$ cat src/rtl/sgmag_conv_pipe.sv
// Two-stage, multi-channel two's-complement <-> sign-magnitude converter
// with valid/ready backpressure, saturation/negative-zero flags and a
// saturating count of output beats that carried a saturated channel.

// Per-channel conversion, purely combinational; sits between S1 and S2.
module sgmag_lane #(
   parameter int WIDTH = 18
) (
   input  logic             mode,
   input  logic [WIDTH-1:0] x,
   output logic [WIDTH-1:0] y,
   output logic             sat,
   output logic             nz
);
   localparam logic [WIDTH-1:0] ONE = WIDTH'(1);

   logic             sign;
   logic             mag_zero;
   logic [WIDTH-1:0] neg_x;
   logic [WIDTH-1:0] neg_m;

   assign sign     = x[WIDTH-1];
   assign mag_zero = (x[WIDTH-2:0] == '0);
   assign neg_x    = ~x + ONE;
   assign neg_m    = ~{1'b0, x[WIDTH-2:0]} + ONE;

   // Non-negative words pass through unchanged in either direction; only
   // sign=1 words need work, and the all-zero magnitude is the corner case.
   always_comb begin
      y   = x;
      sat = 1'b0;
      nz  = 1'b0;
      if (sign) begin
         if (!mode) begin
            if (mag_zero) begin
               // -2^(W-1) has no sign-mag encoding: clamp to largest magnitude
               y   = {1'b1, {(WIDTH-1){1'b1}}};
               sat = 1'b1;
            end else begin
               y = {1'b1, neg_x[WIDTH-2:0]};
            end
         end else begin
            if (mag_zero) begin
               y  = '0;
               nz = 1'b1;
            end else begin
               y = neg_m;
            end
         end
      end
   end
endmodule

module sgmag_conv_pipe #(
   parameter int WIDTH = 18,
   parameter int NCH   = 2,
   parameter int CNTW  = 16
) (
   input  logic                  clk,
   input  logic                  reset,
   input  logic                  in_valid,
   output logic                  in_ready,
   input  logic                  in_mode,
   input  logic [NCH*WIDTH-1:0]  in_data,
   output logic                  out_valid,
   input  logic                  out_ready,
   output logic [NCH*WIDTH-1:0]  out_data,
   output logic [NCH-1:0]        out_sat,
   output logic [NCH-1:0]        out_nz,
   output logic                  out_mode,
   output logic [CNTW-1:0]       sat_cnt,
   input  logic                  cnt_clr
);
   // vld_pipe[0] = S1 occupied, vld_pipe[1] = S2 occupied
   logic [1:0]                  vld_pipe;
   logic                        s1_load;
   logic                        s2_load;
   logic [NCH-1:0][WIDTH-1:0]   s1_data;
   logic                        s1_mode;
   logic [NCH-1:0][WIDTH-1:0]   cv_data;
   logic [NCH-1:0]              cv_sat;
   logic [NCH-1:0]              cv_nz;

   assign s2_load   = !vld_pipe[1] || out_ready;
   assign s1_load   = !vld_pipe[0] || s2_load;
   assign in_ready  = s1_load;
   assign out_valid = vld_pipe[1];

   genvar k;
   generate
      for (k = 0; k < NCH; k++) begin : g_lane
         sgmag_lane #(.WIDTH(WIDTH)) u_lane (
            .mode (s1_mode),
            .x    (s1_data[k]),
            .y    (cv_data[k]),
            .sat  (cv_sat[k]),
            .nz   (cv_nz[k])
         );
      end
   endgenerate

   // S1: capture raw beat and its mode when the stage can advance
   always_ff @(posedge clk or posedge reset) begin
      if (reset) begin
         vld_pipe[0] <= 1'b0;
         s1_data     <= '0;
         s1_mode     <= 1'b0;
      end else if (s1_load) begin
         vld_pipe[0] <= in_valid;
         if (in_valid) begin
            s1_data <= in_data;
            s1_mode <= in_mode;
         end
      end
   end

   // S2: register converted results; held untouched while stalled
   always_ff @(posedge clk or posedge reset) begin
      if (reset) begin
         vld_pipe[1] <= 1'b0;
         out_data    <= '0;
         out_sat     <= '0;
         out_nz      <= '0;
         out_mode    <= 1'b0;
      end else if (s2_load) begin
         vld_pipe[1] <= vld_pipe[0];
         if (vld_pipe[0]) begin
            out_data <= cv_data;
            out_sat  <= cv_sat;
            out_nz   <= cv_nz;
            out_mode <= s1_mode;
         end
      end
   end

   // Count delivered beats with any saturated channel; clear has priority
   always_ff @(posedge clk or posedge reset) begin
      if (reset)
         sat_cnt <= '0;
      else if (cnt_clr)
         sat_cnt <= '0;
      else if (out_valid && out_ready && (|out_sat) && (sat_cnt != {CNTW{1'b1}}))
         sat_cnt <= sat_cnt + CNTW'(1);
   end
endmodule

$ cat config.mk
export PLATFORM = sky130hd
export DESIGN_NAME = sgmag_conv_pipe
export DESIGN_NICKNAME = d
export VERILOG_FILES = /design/src/rtl/sgmag_conv_pipe.sv
export SDC_FILE = /design/constraint.sdc
export NUM_CORES = 1
export LEC_CHECK = 0
export CELL_PAD_IN_SITES_DETAIL_PLACEMENT = 0
export CELL_PAD_IN_SITES_GLOBAL_PLACEMENT = 1
export CORE_UTILIZATION = 52
export CTS_BUF_LIST = sky130_fd_sc_hd__clkbuf_8
export DETAILED_ROUTE_END_ITERATION = 8
export DONT_BUFFER_PORTS = 1
export GPL_TIMING_DRIVEN = 1
export PLACE_DENSITY_LB_ADDON = 0.1
export SYNTH_ARGS = -nofsm -noshare
export SYNTH_HDL_FRONTEND = slang
export SYNTH_HIERARCHICAL = 1
export SYNTH_SLANG_ARGS = --single-unit
$ cat constraint.sdc
create_clock -name clk -period 4.05 [get_ports clk]
set_input_delay 0.81 -clock clk [delete_from_list [all_inputs] [get_ports clk]]
set_output_delay 0.81 -clock clk [all_outputs]
set_load 0.01 [all_outputs]
==> summary.md, run 1 <==
| Metric | Value |
|---|---|
| CTS tree | built |
| # nets final | approximately 530 |
| Grt met2 use | 0.384 |
| Pleak | between 2 and 2.5 nW |
| Total Wirelength | roughly 12 mm |
| Netlist cell types | 51 |
| Number of global-route vias before repair | approximately 3.7k |
| Startpoint types | flop |
| Most area-consuming cells after synthesis | dfrtp_1 45%, mux2_2 18%, a21oi_1 2.9% |
| Synthesized net count | between 500 and 600 |
| I/O Buffers | 0 |
| Initial antenna violation count | 0 |
| Primary FF master, synth | dfrtp_1 |
| Ys async rst share | 1.00 |
| Root Buffer | clkbuf_8 |
| Core area | about 9900 sq um |
| Hold_ws | between 0.4 and 0.5 ns |
| DIE HEIGHT | just over 100 microns |
| Die area | ~11,000 sq um |
| Layout area overhead | 5.32% |
| WP data required | ~4.3 ns |
| Tightest Pin Transition | 1.02 ns |
| FF-to-FF path depth | 10 |
| Post CTS Setup Buffer Count | 0 |
| Layout filler cell count | roughly 850 |
| Multi-input gate area | 2780 sq um |
| Yosys reg bits | 96 |
| Clock slew at reported path FFs | about 0.09 ns |
| Yosys top cell area share | 0.452 |
| Mapped cell area | about 5300 sq um |
| DR DRC count | 0 |
| Final Wtd Congestion | between 0.8 and 0.9 |
| Clock skew | 0.0105 ns |
| HPWL after DPL | 8.14 mm |
| Fmax | between 200 and 300 MHz |
| Status | completed |
| Sequential-to-total area share from yosys stat | 0.452 |
| Ant diodes | 0 |
| CP endpoint | out_data[2]$_DFFE_PP0P_ |
| P per Cell Area | 438 nW/um^2 |
| WL/cell | about 19 microns |
| Synth area leader | dfrtp_1 |
| Router iterations before antenna repair | 4 |
| Number of H-tree levels | 3 |
| Peak supply drop | about 0.00020 V |
| Clock Sinks | 96 |
| Fin. max-slew vios | 0 |
| Final worst-path cycle share | 0.836 |
| Busiest grt layer | met2 |
| Met3 usage | 0.0529 |
| R2R Setup Slk | roughly 0.66 ns |
| GR Util met1 | 0.289 |
| GRT Overall Usage | 0.229 |
| DR iter-0 viols | between 100 and 150 |
| Row cnt | 36 |
| R2R Path End | out_data[2]$_DFFE_PP0P_ |
| Reg area | roughly 2400 sq um |
| EDFF count, synth | 0 |
| Resized cells post-CTS | 0 |
| Hold Vio Cnt, Final | 0 |
| Mapped Avg Cell Area | 10.7 sq um |
| Setup crit end kind | flop |
| GR Overflow Total | 0 |
| Worst Path Max Fanout | 20 |
| Finish-stage setup viols | 0 |
| Via density | 6.23 |
| Worst hold path class | in2async |
| Final min period | approximately 3.4 ns |
| Clock Latency Late Sink | 0.36 ns |
| RR Startpoint | s1_data[0]$_DFFE_PP0P_ |
| Total negative slack | 0 ns |
| First-pass GRT wire length | around 18 mm |
| Unrepaired setup endpoints after global routing | false |
| TritonCTS Buffers | 9 |
| Pin count of the biggest net entering global routing | 70 |
| DIE WIDTH | approximately 100 microns |
| Critical path arrival | about 3.6 ns |
| Syn. warnings | 6 |
| Slew HR | 0.316 |
| Vias | ~3.9k |
| Setup Crit Path Kind | reg2reg |
| Syn Inst Count | about 500 |
| MaxCap Viol Count | 0 |
| Cts hold-fix bufs | 0 |
| Initial Utilization | 0.539 |
| Share of cells above drive strength 1 | 0.254 |
| Critical path origin | s1_data[0]$_DFFE_PP0P_ |
| Detail Route Antenna Nets | 0 |
| Max clock buf depth | 2 |
| Ports | ~100 |
## layer usage
metal / vias to the layer above / routed length (microns)
li1: 1839 / -
met1: 1920 / 5270
met2: 92 / 5710
met3: 18 / 606
met4: 0 / 202
met5: - / 0
## synthesized netlist by cell type (all sizes together) (3+ instances only)
cell / count
dfrtp: 96
nor2: 21
ha: 7
nand4: 11
buf: 4
mux2i: 4
nand3: 16
a221o: 4
nand4b: 4
inv: 13
a21oi: 31
nor4: 11
and3: 7
nor2b: 9
nand2b: 5
or2: 5
or3: 3
mux2: 83
a31o: 4
nor4b: 4
a21o: 6
o211ai: 3
o31ai: 17
nand3b: 5
nand2: 27
nor3: 22
o21ai: 13
clkbuf: 21
a22o: 6
or4: 11
## cells by family after synthesis
family / after synthesis / synth area share
and+or+nand+nor: 166 / 0.192
muxes: 87 / 0.183
buffers and inverters: 38 / 0.0268
AOI/OAI and AO/OA: 101 / 0.130
DFF: 96 / 0.452
adders and majority gates: 7 / 0.0165
## critical path: stages, from the launching register on
cell     delay, ns
dfrtp_1       0.43
inv_1         0.09
ha_1          0.21
nor4b_4       0.28
nand2_1       0.13
nor3_1        0.29
ha_1          0.69
inv_1         0.38
a21o_1        0.26
a22o_2        0.25
mux2_2        0.25
## cell usage in the layout, fill, tap and decap left out, types with 7 or more instances in the layout
master,n
a21oi_1,31
and3_1,7
clkbuf_8,11
dfrtp_1,96
ha_1,7
inv_1,12
mux2_2,83
nand2_1,25
nand3_1,16
nand4_1,10
nor2_1,19
nor2b_1,9
nor3_1,22
o21ai_0,11
o31ai_1,17
or4_1,10
## final cells by class
| cell class | count | share of cell area |
|---|---|---|
| clock buffer | 11 | 0.0270 |
| clock inverter | 4 | 0.00514 |
| inverter | 13 | 0.00916 |
| multi-input combinational | 361 | 0.496 |
| sequential | 96 | 0.429 |
| tap | 133 | 0.0297 |
| timing repair buffer | 3 | 0.00402 |
## per-stage QoR
stage / power [mW] / worst slack, ns / std cells / area (sq um) / utilization
after floorplan: 1.77 / 0.735 / 495 / 5320 / -
after global placement: 1.88 / 0.855 / 606 / 5420 / 0.550
after detailed placement: 1.90 / 0.753 / 606 / 5420 / 0.550
after CTS: 2.48 / 0.721 / 621 / 5600 / 0.568
after global routing: 2.60 / 0.477 / 621 / 5600 / 0.568
final: 2.45 / 0.663 / 621 / 5600 / 0.568
## worst min path at each step
stage	from	endpoint	cells after the start
after global placement	vld_pipe[0]$_DFFE_PP0P_	out_valid$_DFFE_PP0P_	1
final	reset	s1_data[19]$_DFFE_PP0P_	1
after global routing	cnt_clr	sat_cnt[10]$_DFFE_PP0P_	1
after CTS	cnt_clr	sat_cnt[1]$_DFFE_PP0P_	1
after floorplan	vld_pipe[0]$_DFFE_PP0P_	out_valid$_DFFE_PP0P_	1
after detailed placement	vld_pipe[0]$_DFFE_PP0P_	out_valid$_DFFE_PP0P_	1
## registers in the layout (all words and copies together), names as in the netlist
register,flops
s1_mode,1
s1_data,36
sat_cnt,16
out_mode,1
out_data,36
vld_pipe,1
out_valid,1
out_sat,2
out_nz,2
## power breakdown
part           internal [mW]  switching [mW]  leakage (nW)
sequential              1.14           0.269          1.16
clock                  0.255           0.326        0.0878
combinational          0.271           0.197          1.02
total                   1.66           0.792          2.28
Power figures use the tool's default switching activity.
==> inputs of run 2 (changes only) <==
CORE_UTILIZATION = 47   (was 52)
clock period = 2.8 ns   (was 4.05 ns; I/O delays follow)
==> run 2 against run 1 <==
Compared with the run above:
- non-clock buffer count increased by 15
- critical path depth unchanged
- sequential cell count did not move
- first-iteration DRC count is 73% higher
- register-to-register slack got worse by 0.46 ns
- sequential share of layout area decreased by 1.8 points
- core utilization is 3.2 points lower
- clock skew decreased by 0.0014 ns
- critical endpoint is now out_data[10]$_DFFE_PP0P_
==> summary.md, run 2 (synthesis results as in run 1) <==
| Metric | Value |
|---|---|
| Status | completed |
| Final worst-path cycle share | 0.928 |
| Initial Utilization | 0.486 |
| Finished Cell Area | between 5000 and 6000 sq um |
| Worst Path Max Fanout | 9 |
| Fmax | between 300 and 400 MHz |
| GR Overflow Total | 0 |
| Clock Sinks | 96 |
| Clock slew at reported path FFs | 0.10 ns |
| Ant diodes | 0 |
| Number of H-tree levels | 3 |
| Clock skew | slightly above 0.009 ns |
| Crit-path max cell delay | between 0.4 and 0.5 ns |
| Startpoint types | flop |
| Max clock buf depth | 2 |
| MaxCap Viol Count | 0 |
| Vias | a little under 4k |
| Finish-stage setup viols | 0 |
| Root Buffer | clkbuf_8 |
| P per Cell Area | just under 700 nW/um^2 |
| CP endpoint | out_data[10]$_DFFE_PP0P_ |
| Final Wtd Congestion | a little under 0.8 |
| Share of cells above drive strength 1 | 0.292 |
| Row cnt | 38 |
| FF-to-FF path depth | 10 |
| Critical path origin | s1_data[0]$_DFFE_PP0P_ |
| Total Wirelength | ~12 mm |
| WL/cell | about 19 microns |
| Layout area overhead | 10.1% |
| CTS tree | built |
| R2R Setup Slk | between 0.2 and 0.25 ns |
| WP data required | between 3 and 4 ns |
| Pleak | 2.40 nW |
| Die area | roughly 12,000 sq um |
| Setup Crit Path Kind | reg2reg |
| Biggest registers after layout | out_data: 36 flops, s1_data: 36 flops, sat_cnt: 16 flops |
| Placed cell areas | ~5600 sq um |
| Critical Path Slowest Stage Cell | dfrtp_2 |
| Peak supply drop | 0.000438 V |
| CP top delay family | simple AND/OR/NAND/NOR gates |
| Via density | around 6.1 |
| Initial antenna violation count | 0 |
| Slew HR | 0.522 |
| Final min period | roughly 2.6 ns |
| Power Total | approximately 3.9 mW |
| I/O Buffers | 0 |
| RR Startpoint | s1_data[0]$_DFFE_PP0P_ |
| GRT Overall Usage | 0.222 |
| DIE HEIGHT | between 100 and 150 microns |
| Clock Latency Late Sink | 0.37 ns |
| CP cell instances | inv_1, ha_2, nor4b_4, nand2_1, nor3_2, ha_2, buf_4, o31ai_1, a221o_1, mux2_2 |
| Buf/Inv on CP | 2 |
| Detail Route Antenna Nets | 0 |
| Worst hold path class | in2async |
| Layout filler cell count | approximately 990 |
| Pin count of the biggest net entering global routing | 67 |
| Commonest non-fill, non-tap cell in the layout | dfrtp_1 |
| Core area | about 11,000 sq um |
| R2R Path End | out_data[10]$_DFFE_PP0P_ |
| HPWL after DPL | ~8.6 mm |
| Fin. max-slew vios | 0 |
| Setup crit end kind | flop |
| Ports | roughly 100 |
| Router iterations before antenna repair | 4 |
| Number of global-route vias before repair | between 3k and 4k |
| Crit path depth | 10 |
| Cell repeated most along the worst path | ha_2 |
| Commonest cells after routing, fill and taps aside | 94 x dfrtp_1, 83 x mux2_2, 31 x a21oi_1 |
| DR iter-0 viols | 221 |
| Critical path arrival | approximately 2.9 ns |
| DIE WIDTH | 108 microns |
| # nets final | about 550 |
| First-pass GRT wire length | ~20 mm |
| Final Core Density | 0.536 |
| TritonCTS Buffers | 9 |
| DR DRC count | 0 |
| Tightest Pin Transition | ~0.72 ns |
| Hold Vio Cnt, Final | 0 |
run 2: per-layer routing:
metal,track usage,part of all wire,vias to the layer above
met5,0,0,-
met4,0.0907,0.022,0
met3,0.0651,0.074,20
met2,0.333,0.44,106
met1,0.300,0.46,1950
li1,-,-,1876
run 2: stage by stage:
stage               setup WS, ns  instances  hold slack [ns]  setup TNS [ns]
CTS                       0.0190        642            0.154               0
global placement           0.144        626            0.486               0
global route             -0.0189        644            0.186         -0.0226
finish                     0.201        644            0.153               0
floorplan                 0.0913        495            0.457               0
detailed placement        0.0460        626            0.501               0
run 2: final cells by class:
type,instances,area [sq um],area share
clock buffer,10,138,0.0235
clock inverter,6,130,0.0222
inverter,13,52.6,0.00897
multi-input combinational,361,2800,0.478
sequential,96,2400,0.411
tap,140,175,0.0299
timing repair buffer,18,160,0.0273
run 2: worst min path at each step:
stage	start	to	slack, ns	cells after the start
floorplan	vld_pipe[0]$_DFFE_PP0P_	out_valid$_DFFE_PP0P_	0.46	1
global placement	vld_pipe[0]$_DFFE_PP0P_	out_valid$_DFFE_PP0P_	0.49	1
detailed placement	vld_pipe[0]$_DFFE_PP0P_	out_valid$_DFFE_PP0P_	0.50	1
CTS	reset	s1_data[15]$_DFFE_PP0P_	0.15	1
global route	reset	out_data[17]$_DFFE_PP0P_	0.19	1
finish	reset	s1_data[14]$_DFFE_PP0P_	0.15	1
run 2: where the power goes:
group	leakage, nW	switching, mW	internal, mW
Clock	0.136	0.491	0.705
Combinational	1.10	0.331	0.417
Sequential	1.16	0.360	1.65
run 2: timing repair:
action / in CTS / in global routing
resized for setup: 0 / 8
endpoints found under the setup margin: 0 / 29
setup buffers: 0 / 2
hold buffers: 0 / 0
==> inputs of run 3 (changes only) <==
ABC_CLOCK_PERIOD_IN_PS = 2800   (was not set)
GPL_TIMING_DRIVEN = not set   (was 1)
==> results of run 3 <==
Same layout as run 2: the final DEF is identical, and so are final timing and power.
